`src/rtl/poc_result_deserializer_if.sv`:
```
// Readout handshake between the result deserializer and the test-harness reader.
//   word_valid_o : head word available (driven by the deserializer)
//   word_data_o  : head word, WORD_W bits (driven by the deserializer)
//   word_ready_i : reader accepts the head word (driven by the reader)
// master = word source (deserializer), slave = word sink (reader).
interface poc_result_deserializer_if #(parameter int WORD_W = 8);
   logic              word_valid_o;
   logic [WORD_W-1:0] word_data_o;
   logic              word_ready_i;

   modport master (output word_valid_o, output word_data_o, input word_ready_i);
   modport slave  (input word_valid_o, input word_data_o, output word_ready_i);
endinterface

```
`src/rtl/poc_result_deserializer.sv`:
```
// Deserializer for the carry-chain core's serial result bit.
// Registers y_i/en_i, packs enabled samples LSB-first into WORD_W-bit words,
// buffers finished words in a FIFO_DEPTH-entry FIFO read out over a
// valid/ready interface, and keeps saturating ones/toggle statistics plus a
// sticky overflow flag for a dropped word.
// Ports:
//   clk, rst      : clock, synchronous active-high reset
//   y_i, en_i     : serial result bit and its sample enable
//   clear_i       : clears statistics, overflow and the partial word (not the FIFO)
//   rd            : word readout handshake (master side)
//   ones_cnt_o    : enabled samples equal to 1 (saturating)
//   toggle_cnt_o  : enabled samples differing from the previous enabled sample (saturating)
//   overflow_o    : sticky, a completed word was dropped on a full FIFO
//   fill_level_o  : FIFO occupancy
module poc_result_deserializer #(
   parameter int WORD_W     = 8,
   parameter int FIFO_DEPTH = 4,
   parameter int CNT_W      = 16
) (
   input  logic                          clk,
   input  logic                          rst,
   input  logic                          y_i,
   input  logic                          en_i,
   input  logic                          clear_i,
   poc_result_deserializer_if.master     rd,
   output logic [CNT_W-1:0]              ones_cnt_o,
   output logic [CNT_W-1:0]              toggle_cnt_o,
   output logic                          overflow_o,
   output logic [$clog2(FIFO_DEPTH):0]   fill_level_o
);
   localparam int AW = $clog2(FIFO_DEPTH);
   localparam int BW = $clog2(WORD_W);
   localparam logic [AW:0]   DEPTH_C  = (AW+1)'(FIFO_DEPTH);
   localparam logic [BW-1:0] LAST_BIT = BW'(WORD_W - 1);

   logic              y_q, en_q, prev_bit;
   logic [WORD_W-1:0] shreg;
   logic [BW-1:0]     bit_cnt;
   logic [WORD_W-1:0] mem [FIFO_DEPTH];
   logic [AW-1:0]     wr_ptr, rd_ptr;
   logic [AW:0]       count;

   logic              complete, pop, full, push, drop;
   logic [WORD_W-1:0] push_word;

   // A clear in the same cycle as an enabled sample discards that sample,
   // including a word that would otherwise complete on this edge.
   assign complete  = en_q && !clear_i && (bit_cnt == LAST_BIT);
   assign push_word = {y_q, shreg[WORD_W-2:0]};
   assign pop       = (count != '0) && rd.word_ready_i;
   assign full      = (count == DEPTH_C);
   // A full FIFO still accepts the word when the head leaves on the same edge.
   assign push      = complete && (!full || pop);
   assign drop      = complete && full && !pop;

   assign rd.word_valid_o = (count != '0);
   assign rd.word_data_o  = mem[rd_ptr];
   assign fill_level_o    = count;

   always_ff @(posedge clk) begin
      if (rst) begin
         y_q  <= 1'b0;
         en_q <= 1'b0;
      end else begin
         y_q  <= y_i;
         en_q <= en_i;
      end
   end

   always_ff @(posedge clk) begin
      if (rst || clear_i) begin
         shreg        <= '0;
         bit_cnt      <= '0;
         prev_bit     <= 1'b0;
         ones_cnt_o   <= '0;
         toggle_cnt_o <= '0;
         overflow_o   <= 1'b0;
      end else begin
         if (en_q) begin
            shreg[bit_cnt] <= y_q;
            bit_cnt        <= (bit_cnt == LAST_BIT) ? '0 : bit_cnt + BW'(1);
            prev_bit       <= y_q;
            if (y_q && (ones_cnt_o != '1))
               ones_cnt_o <= ones_cnt_o + CNT_W'(1);
            if ((y_q != prev_bit) && (toggle_cnt_o != '1))
               toggle_cnt_o <= toggle_cnt_o + CNT_W'(1);
         end
         if (drop)
            overflow_o <= 1'b1;
      end
   end

   always_ff @(posedge clk) begin
      if (rst) begin
         wr_ptr <= '0;
         rd_ptr <= '0;
         count  <= '0;
         for (int i = 0; i < FIFO_DEPTH; i++)
            mem[i] <= '0;
      end else begin
         if (push) begin
            mem[wr_ptr] <= push_word;
            wr_ptr      <= wr_ptr + AW'(1);
         end
         if (pop)
            rd_ptr <= rd_ptr + AW'(1);
         case ({push, pop})
            2'b10:   count <= count + (AW+1)'(1);
            2'b01:   count <= count - (AW+1)'(1);
            default: count <= count;
         endcase
      end
   end
endmodule

```
`src/flat_wrapper.sv`:
```
// flat-port wrapper written by rule: the top's interface ports become plain ports
module poc_result_deserializer_flat 
#(
   parameter int WORD_W     = 8,
   parameter int FIFO_DEPTH = 4,
   parameter int CNT_W      = 16
)
  (clk, rst, y_i, en_i, clear_i, ones_cnt_o, toggle_cnt_o, overflow_o, fill_level_o, rd_word_valid_o, rd_word_data_o, rd_word_ready_i);
  poc_result_deserializer_if #(.WORD_W(WORD_W)) rd_i ();
  input  logic clk;
  input  logic rst;
  input  logic y_i;
  input  logic en_i;
  input  logic clear_i;
  output logic [CNT_W-1:0] ones_cnt_o;
  output logic [CNT_W-1:0] toggle_cnt_o;
  output logic overflow_o;
  output logic [$clog2(FIFO_DEPTH):0] fill_level_o;
  output wire logic [$bits(rd_i.word_valid_o)-1:0] rd_word_valid_o;
  output wire logic [$bits(rd_i.word_data_o)-1:0] rd_word_data_o;
  input wire logic [$bits(rd_i.word_ready_i)-1:0] rd_word_ready_i;
  assign rd_word_valid_o = rd_i.word_valid_o;
  assign rd_word_data_o = rd_i.word_data_o;
  assign rd_i.word_ready_i = rd_word_ready_i;
  poc_result_deserializer #(.WORD_W(WORD_W), .FIFO_DEPTH(FIFO_DEPTH), .CNT_W(CNT_W)) u_core (.clk(clk), .rst(rst), .y_i(y_i), .en_i(en_i), .clear_i(clear_i), .rd(rd_i), .ones_cnt_o(ones_cnt_o), .toggle_cnt_o(toggle_cnt_o), .overflow_o(overflow_o), .fill_level_o(fill_level_o));
endmodule
```
`config.mk`:
```
export PLATFORM = sky130hd
export DESIGN_NAME = poc_result_deserializer_flat
export DESIGN_NICKNAME = d
export VERILOG_FILES = /design/src/rtl/poc_result_deserializer_if.sv /design/src/rtl/poc_result_deserializer.sv /design/src/flat_wrapper.sv
export SDC_FILE = /design/constraint.sdc
export NUM_CORES = 1
export LEC_CHECK = 0
export BUFFER_PORTS_ARGS = -buffer_cell sky130_fd_sc_hd__buf_2
export CELL_PAD_IN_SITES_DETAIL_PLACEMENT = 1
export CELL_PAD_IN_SITES_GLOBAL_PLACEMENT = 2
export CORE_UTILIZATION = 40
export DETAILED_ROUTE_END_ITERATION = 6
export PLACE_DENSITY = 0.81
export SYNTH_ARGS = -nofsm -noshare
export SYNTH_HDL_FRONTEND = slang
export SYNTH_SLANG_ARGS = --single-unit
```
`constraint.sdc`:
```
create_clock -name clk -period 5.07 [get_ports clk]
set_clock_uncertainty 0.2 [all_clocks]
set_input_delay 0.7605 -clock clk [delete_from_list [all_inputs] [get_ports clk]]
set_output_delay 0.7605 -clock clk [all_outputs]
set_load 0.005 [all_outputs]
```
==> results.json, run 1 <==
{
  "grt_antenna_before_repair": 0,
  "path_cells": "ha_1 -> ha_1 -> nand3b_1 -> nor3_1 -> nor3b_1 -> or2_2",
  "crit_path_end_kind": "flop",
  "top_layer": "met4",
  "synth_area_leaders": "dfxtp_1 (27%), edfxtp_1 (24%), and2_1 (5.3%)",
  "postLayoutCellArea_um2": 4582,
  "status": "complete, no violations",
  "htree_num_levels": 3,
  "maxCapViolCount": 0,
  "clk_path_buf_depth": 2,
  "n_antenna_cell": 0,
  "path_max_fanout": 11,
  "overflow": 0,
  "ys_top_cells_by_count": "dfxtp_1 (55), and2_1 (34), a21oi_1 (33), edfxtp_1 (32), nor2_1 (23)",
  "fmax_mhz": 298.8,
  "core_region_area_um2": 9774,
  "cpMaxStageDelayCell": "nor3_1",
  "final_layout_size_suffix_gt1_frac": 0.1927,
  "rsz0062_at_grt": "no",
  "synth_area_um2": 4016,
  "p_per_area_nw_per_um2": 323.8,
  "grt_pass1_wl_um": 15320,
  "cp-start-kind": "flop",
  "drt-wirelength-per-cell_um": 16.63,
  "ant_nets": 0,
  "relSlewSlack": 0.4099,
  "grt_usage": 0.1921,
  "path_class": "reg2reg",
  "drt_first_pass_iters": 4,
  "fin_nets": 442,
  "tightest_slew_ns": 0.8771,
  "synth.most_common_cell": "dfxtp_1",
  "ir_drop_v": 0.0001282,
  "grt_max_degree": 44,
  "synth-seq-area-share": 0.5134,
  "finalSetupTns_ns": 0,
  "synth_flop_cell": "dfxtp_1",
  "drtIter0Drc": 88,
  "ys_async_sr_fraction": 0,
  "arrival_ns": 3.20,
  "required_ns": 4.92,
  "place_congestion": 0.7366,
  "cts_hold_buf": 0,
  "remaining_drc_errors": 0,
  "initial_core_util": 0.4109,
  "crit_top_cell": "ha_1",
  "period_needed_ns": 3.347,
  "clk_latency_ns": 0.36,
  "synth.ff_latch_count": 87,
  "wl_met2_um": 4913,
  "via_count": 3153,
  "setup_viol": 0,
  "fillCellCount": 1130,
  "avgSynthCellArea_um2": 10.41,
  "synth_edf_count": 32,
  "rows": 36,
  "ys_types": 48,
  "netlist.area_leader.share": 0.2741,
  "dieArea_um2": 10450,
  "wl_met1_um": 4239,
  "first_global_vias": 3068,
  "synth_warnings": 0,
  "clockRootBuffer": "clkbuf_8",
  "slowest_delay_ns": 0.74,
  "cts_tree": "done",
  "yosys.area.top_type": "dfxtp_1",
  "finish.utilization": 0.4688,
  "cts-buffers-inserted": 9,
  "cts.clk_slew.worst_paths_ns": 0.10,
  "cts_setup_buffers": 0,
  "power.leakage_nw": 1.626,
  "cts_resized": 0,
  "synthCells": 386,
  "post_dp_cell_area_um2": 4378,
  "fin_crit_sh": 0.6601,
  "die_h_um": 102.2,
  "pin_count": 51,
  "dp_hpwl_um": 6623,
  "hold_class": "reg2reg",
  "port_buffers": 50,
  "holdWs_ns": 0.2910,
  "syn-num-nets": 397,
  "areaGrowthSynthToFinish_pct": 14.08,
  "dr_wl_met3_um": 191,
  "detail_route.vias_per_cell": 5.541,
  "hold_viol_final": 0,
  "slew_violations": 0,
  "clkSinkCount": 87,
  "die_x_um": 102.2,
  "routed_wirelength_um": 9465
}
per-stage QoR:
step                power [mW]  instances  setup slack [ns]
finish                   1.484        569             1.723
global route             1.554        569             1.377
CTS                      1.504        569             1.672
detailed placement       1.003        553             1.640
global placement        0.9936        553             1.820
floorplan               0.9373        386             2.644
worst max-delay path: cells and delay by family (launching register included):
family        cells  cell delay, ns
flops             1            0.48
simple gates      4            1.95
fa+ha+maj         2            0.41
placed cells by master, fill, tap and decap left out, types with 14 or more instances in the layout:
cell type  instances
edfxtp_1          32
nand4_1           14
buf_2             50
nor2_1            23
dfxtp_1           55
nand2_1           19
or4_1             17
and2_1            34
a21oi_1           33
nand3_1           14
o31ai_1           17
o21ai_0           14
or3_1             14
layer usage:
layer,global-route usage,up-vias
met2,0.3376,37
met4,0.06923,0
met1,0.2375,1559
met3,0.03146,9
li1,-,1548
met5,0,-
power by group:
group	switching (mW)	internal, mW
sequential	0.0436	0.752
combinational	0.0824	0.105
clock	0.267	0.234
total	0.393	1.09
logic make-up (layout without fill, tap and decap cells):
group,count (synthesis),in the layout,synth area share
simple gates,172,172,0.2502
compound gates,75,75,0.1131
fa+ha+maj,5,5,0.01745
xor+xnor,5,5,0.01278
mux,18,18,0.07009
flops,87,87,0.5134
buf+inv,24,74,0.02305
layout make-up:
cell class                 count  area, um^2  share of cell area
timing repair buffer          52       265.3             0.05789
sequential                    87        2062              0.4500
clock inverter                 7       80.08             0.01748
inverter                       6       22.52            0.004915
multi-input combinational    275        1862              0.4063
tap                          133       166.4             0.03632
clock buffer                   9       123.9             0.02703
sequential cells by signal, indices dropped and copies added, names as in the netlist, named ones only:
| name | cells |
|---|---|
| u_core.mem | 32 |
| u_core.ones_cnt_o | 16 |
| u_core.toggle_cnt_o | 16 |
| u_core.shreg | 7 |
| u_core.bit_cnt | 3 |
| u_core.fill_level_o | 3 |
| u_core.rd_ptr | 2 |
| u_core.wr_ptr | 2 |
| u_core.en_q | 1 |
| u_core.overflow_o | 1 |
| u_core.prev_bit | 1 |
| u_core.y_q | 1 |
worst paths after layout:
| check | startpoint | end | slack, ns | cells after the start |
|---|---|---|---|---|
| setup / recovery | u_core.bit_cnt[1] | u_core.mem[0][5] | 1.72 | 6 |
| hold / removal | u_core.overflow_o | u_core.overflow_o | 0.29 | 2 |
| setup reg to reg | u_core.bit_cnt[1] | u_core.mem[0][5] | 1.72 | 6 |
| hold reg to reg | u_core.overflow_o | u_core.overflow_o | 0.29 | 2 |
(Power assumes the default switching activity.)
==> inputs of run 2 (changes only) <==
CORE_UTILIZATION = 33   (was 40)
PLACE_DENSITY = 0.71   (was 0.81)
clock period = 2.9 ns   (was 5.07 ns; I/O delays follow)
==> run 2 against run 1 <==
The flow now finishes with violations (design-rule violations). Routed wire length is 0.95% lower. Core utilization is 6.2 points lower. Non-clock buffer count is 9 higher. Power is 93% higher. Fmax is 28% higher. Largest power group unchanged. Highest routed layer unchanged.
==> results.json, run 2 (synthesis gave the netlist of run 1 again) <==
{
  "status": "complete, but fails checks",
  "violations": "design-rule violations",
  "reg2reg_from": "u_core.bit_cnt[1]",
  "cts_tree": "done",
  "grt_antenna_before_repair": 0,
  "areaGrowthSynthToFinish_pct": 18.04,
  "first_global_vias": 3166,
  "clk_latency_ns": 0.34,
  "grt_max_degree": 34,
  "core_region_area_um2": 11660,
  "cts_setup_buffers": 0,
  "rows": 39,
  "die_x_um": 112.3,
  "rsz0062_at_grt": "no",
  "ir_drop_v": 0.0001968,
  "tightest_slew_ns": 0.8411,
  "clockRootBuffer": "clkbuf_16",
  "p_per_area_nw_per_um2": 602.9,
  "required_ns": 2.94,
  "fin_nets": 451,
  "holdWs_ns": 0.1118,
  "fillCellCount": 1310,
  "die_h_um": 112.3,
  "finalSetupTns_ns": 0,
  "setup_viol": 0,
  "power.leakage_nw": 1.705,
  "crit_top_cell": "ha_1",
  "r2r_cells": 8,
  "dp_hpwl_um": 6639,
  "detail_route.vias_per_cell": 5.388,
  "via_count": 3168,
  "initial_core_util": 0.3444,
  "cp-start-kind": "flop",
  "relSlewSlack": 0.4349,
  "dieArea_um2": 12620,
  "timing.critical_path.from": "u_core.bit_cnt[1]",
  "place_congestion": 0.7319,
  "cp.depth": 8,
  "period_needed_ns": 2.605,
  "grt_usage": 0.1605,
  "drt_first_pass_iters": 6,
  "n_antenna_cell": 0,
  "reg_top3": "u_core.mem (32), u_core.ones_cnt_o (16), u_core.toggle_cnt_o (16)",
  "cts_hold_buf": 0,
  "crit_family": "adder cells",
  "path_cells": "ha_1 -> ha_1 -> nand3b_1 -> and2_0 -> inv_1 -> fa_1 -> mux2i_1 -> mux2_2",
  "drt-wirelength-per-cell_um": 15.94,
  "arrival_ns": 2.64,
  "overflow": 0,
  "routed_wirelength_um": 9375,
  "fmax_mhz": 383.9,
  "path_class": "reg2reg",
  "mostFrequentLayoutCell": "dfxtp_1",
  "htree_num_levels": 3,
  "regArea_um2": 2062,
  "cts-buffers-inserted": 9,
  "pin_count": 51,
  "slowest_delay_ns": 0.39,
  "final_layout_size_suffix_gt1_frac": 0.2000,
  "slew_violations": 0,
  "layout_common_cells": "dfxtp_1 (55), buf_2 (50), and2_1 (34), a21oi_1 (33), edfxtp_1 (32)",
  "hold_path_depth": 2,
  "hold_start": "y_i",
  "cpMaxStageDelayCell": "fa_1",
  "largest_register_ffs": 32,
  "cts.clk_slew.worst_paths_ns": 0.07,
  "path_buf_inv": 1,
  "hold_viol_final": 0,
  "clkSinkCount": 87,
  "remaining_drc_errors": 3,
  "port_buffers": 50,
  "drtIter0Drc": 116,
  "crit_path_end_kind": "flop",
  "regMostFlops": "u_core.mem",
  "cts_resized": 0,
  "fin_crit_sh": 0.8983,
  "ant_nets": 0,
  "clk_path_buf_depth": 2,
  "path_max_fanout": 9,
  "hold_class": "in2reg",
  "maxCapViolCount": 0,
  "multiInputGateArea_um2": 1862,
  "grt_pass1_wl_um": 16000
}
-- run 2: final timing paths --
| check | slack [ns] | end |
|---|---|---|
| max | 0.29 | u_core.fill_level_o[2] |
| min | 0.11 | u_core.y_q |
| max reg2reg | 0.29 | u_core.fill_level_o[2] |
| min reg2reg | 0.30 | u_core.prev_bit |
-- run 2: area by class of cell --
class | count | area share
clock buffers | 12 | 0.04988
clock inverters | 4 | 0.009765
multi-input cells | 275 | 0.3927
well taps | 143 | 0.03774
inverters | 6 | 0.004751
repair buffers | 61 | 0.07020
flip-flops and latches | 87 | 0.4349
-- run 2: report_power, final --
group | leakage (nW) | internal (mW) | switching (mW)
registers | 0.775 | 1.32 | 0.0687
logic | 0.796 | 0.190 | 0.149
clock network | 0.134 | 0.665 | 0.470
total | 1.71 | 2.17 | 0.688
-- run 2: through the flow --
| stage | cells | worst slack (ns) | cell area, um^2 | total power [mW] | util |
|---|---|---|---|---|---|
| after detailed placement | 572 | 0.2959 | 4458 | 1.759 | 0.3823 |
| after global routing | 588 | 0.1525 | 4741 | 3.001 | 0.4065 |
| after global placement | 572 | 0.3793 | 4458 | 1.747 | 0.3823 |
| after CTS | 588 | 0.2892 | 4741 | 2.905 | 0.4065 |
| final | 588 | 0.2950 | 4741 | 2.858 | 0.4065 |
| after floorplan | 386 | 0.5216 | 4016 | 1.639 | - |
-- run 2: metal layers --
metal  up-vias  wire [um]  GRT usage
met5         -          0          0
met3        14        211    0.02970
met2        37       4533     0.2658
li1       1574          -          -
met1      1543       4436     0.2036
met4         0        193    0.07467
-- run 2: worst reg2reg max path: stages (launching register included) --
cell      delay (ns)
dfxtp_1         0.38
ha_1            0.21
ha_1            0.23
nand3b_1        0.20
and2_0          0.30
inv_1           0.10
fa_1            0.39
mux2i_1         0.17
mux2_2          0.34
==> inputs of run 3 (changes only) <==
CORE_UTILIZATION = 40   (was 33)
PLACE_DENSITY = 0.81   (was 0.71)
clock period = 3.27 ns   (was 2.9 ns; I/O delays follow)
==> run 3 against run 2 <==
The run now ends clean. Fmax decreased by 2.1%. Worst hold slack improved by 0.041 ns. Non-clock buffer count decreased by 3. Largest power group unchanged.
==> results.json, run 3 (synthesis gave the netlist of run 1 again) <==
{
  "arrival_ns": 2.68,
  "power_frac_comb": 0.129,
  "detail_route.vias_per_cell": 5.511,
  "dp_cells": 559,
  "overflow": 0,
  "cts_resized": 0,
  "status": "complete, no violations",
  "p_per_area_nw_per_um2": 505.9,
  "rsz0062_at_grt": "no",
  "cts_setup_buffers": 0,
  "die_x_um": 102.2,
  "n_antenna_cell": 0,
  "path_max_fanout": 11,
  "finalSetupTns_ns": 0,
  "dieArea_um2": 10450,
  "cts.clk_slew.worst_paths_ns": 0.09,
  "initial_core_util": 0.4109,
  "post_dp_cell_area_um2": 4423,
  "clk_path_buf_depth": 2,
  "ant_nets": 0,
  "fin_crit_sh": 0.8140,
  "routed_wirelength_um": 9231,
  "clk_latency_ns": 0.35,
  "htree_num_levels": 3,
  "largest_register_ffs": 32,
  "netSwitchingPower_uw": 584.5,
  "maxCapViolCount": 0,
  "rows": 36,
  "reg_top3": "u_core.mem (32), u_core.ones_cnt_o (16), u_core.toggle_cnt_o (16)",
  "final_layout_size_suffix_gt1_frac": 0.1991,
  "drt-wirelength-per-cell_um": 16.05,
  "dp_hpwl_um": 6441,
  "via_count": 3169,
  "drt_first_pass_iters": 4,
  "power_frac_seq": 0.523,
  "required_ns": 3.29,
  "crit_path_end_kind": "flop",
  "fin_total_pwr_mw": 2.345,
  "relSlewSlack": 0.4132,
  "multiInputGateArea_um2": 1862,
  "tightest_slew_ns": 0.8721,
  "grt_pass1_wl_um": 15250,
  "clkPwrFrac": 0.348,
  "first_global_vias": 3033,
  "power.leakage_nw": 1.660,
  "internal-power_mw": 1.761,
  "postLayoutCellArea_um2": 4636,
  "setup_viol": 0,
  "fin_nets": 448,
  "fillCellCount": 1134,
  "grt_usage": 0.1895,
  "final_cells": 575,
  "place_congestion": 0.7390,
  "layout_common_cells": "dfxtp_1 (55), buf_2 (50), and2_1 (34), a21oi_1 (33), edfxtp_1 (32)",
  "cts_tree": "done",
  "cts_hold_buf": 0,
  "remaining_drc_errors": 0,
  "hold_viol_final": 0,
  "grt_antenna_before_repair": 0,
  "drtIter0Drc": 91,
  "port_buffers": 50,
  "ir_drop_v": 0.0002216,
  "die_h_um": 102.2,
  "clkSinkCount": 87,
  "swShare": 0.2492,
  "areaGrowthSynthToFinish_pct": 15.42,
  "mostFrequentLayoutCell": "dfxtp_1",
  "grt_max_degree": 44,
  "hold_class": "in2reg",
  "cts-buffers-inserted": 9,
  "path_class": "reg2reg",
  "cp-start-kind": "flop",
  "fmax_mhz": 375.7,
  "core_region_area_um2": 9774,
  "clockRootBuffer": "clkbuf_8",
  "regMostFlops": "u_core.mem",
  "slew_violations": 0,
  "regArea_um2": 2062,
  "pin_count": 51,
  "period_needed_ns": 2.662
}
## run 3: area by class of cell
cell class	instances	share of cell area
clock buffers	10	0.02753
flip-flops and latches	87	0.4448
repair buffers	58	0.06694
multi-input cells	275	0.4016
well taps	133	0.03590
inverters	6	0.004858
clock inverters	6	0.01835
## run 3: worst max-delay path: stages (launching register included)
cell      delay (ns)
dfxtp_1         0.49
ha_1            0.21
ha_1            0.22
nand3b_1        0.18
nor3_1          0.22
buf_4           0.20
nor3b_1         0.59
and2_1          0.23
## run 3: routing by layer
layer / share of wire / track usage / up-vias
met5: 0 / 0 / -
met1: 0.47 / 0.2489 / 1566
met2: 0.49 / 0.3123 / 32
met4: 0.017 / 0.08242 / 0
met3: 0.020 / 0.02668 / 11
li1: - / - / 1560
## run 3: path summary, 6_finish.rpt
kind	start	to	slack, ns	cells past startpoint
max	u_core.bit_cnt[1]	u_core.mem[1][0]	0.61	7
min	en_i	u_core.en_q	0.15	2
max reg2reg	u_core.bit_cnt[1]	u_core.mem[1][0]	0.61	7
min reg2reg	u_core.overflow_o	u_core.overflow_o	0.29	2
## run 3: power by group through the flow
stage | registers [mW] | clock network (mW) | logic [mW]
2_1_floorplan | 1.22 | 0 | 0.236
3_3_place_gp | 1.25 | 0 | 0.297
3_5_place_dp | 1.25 | 0 | 0.307
4_1_cts | 1.23 | 0.835 | 0.308
5_1_grt | 1.24 | 0.889 | 0.336
6_report | 1.23 | 0.817 | 0.301
## run 3: through the flow
step | util | hold slack [ns] | worst slack (ns)
after floorplan | - | 0.2647 | 0.8916
after detailed placement | 0.4525 | 0.2923 | 0.5948
after global routing | 0.4743 | 0.1446 | 0.3525
after global placement | 0.4525 | 0.2855 | 0.7389
after CTS | 0.4743 | 0.1345 | 0.5395
final | 0.4743 | 0.1529 | 0.6083
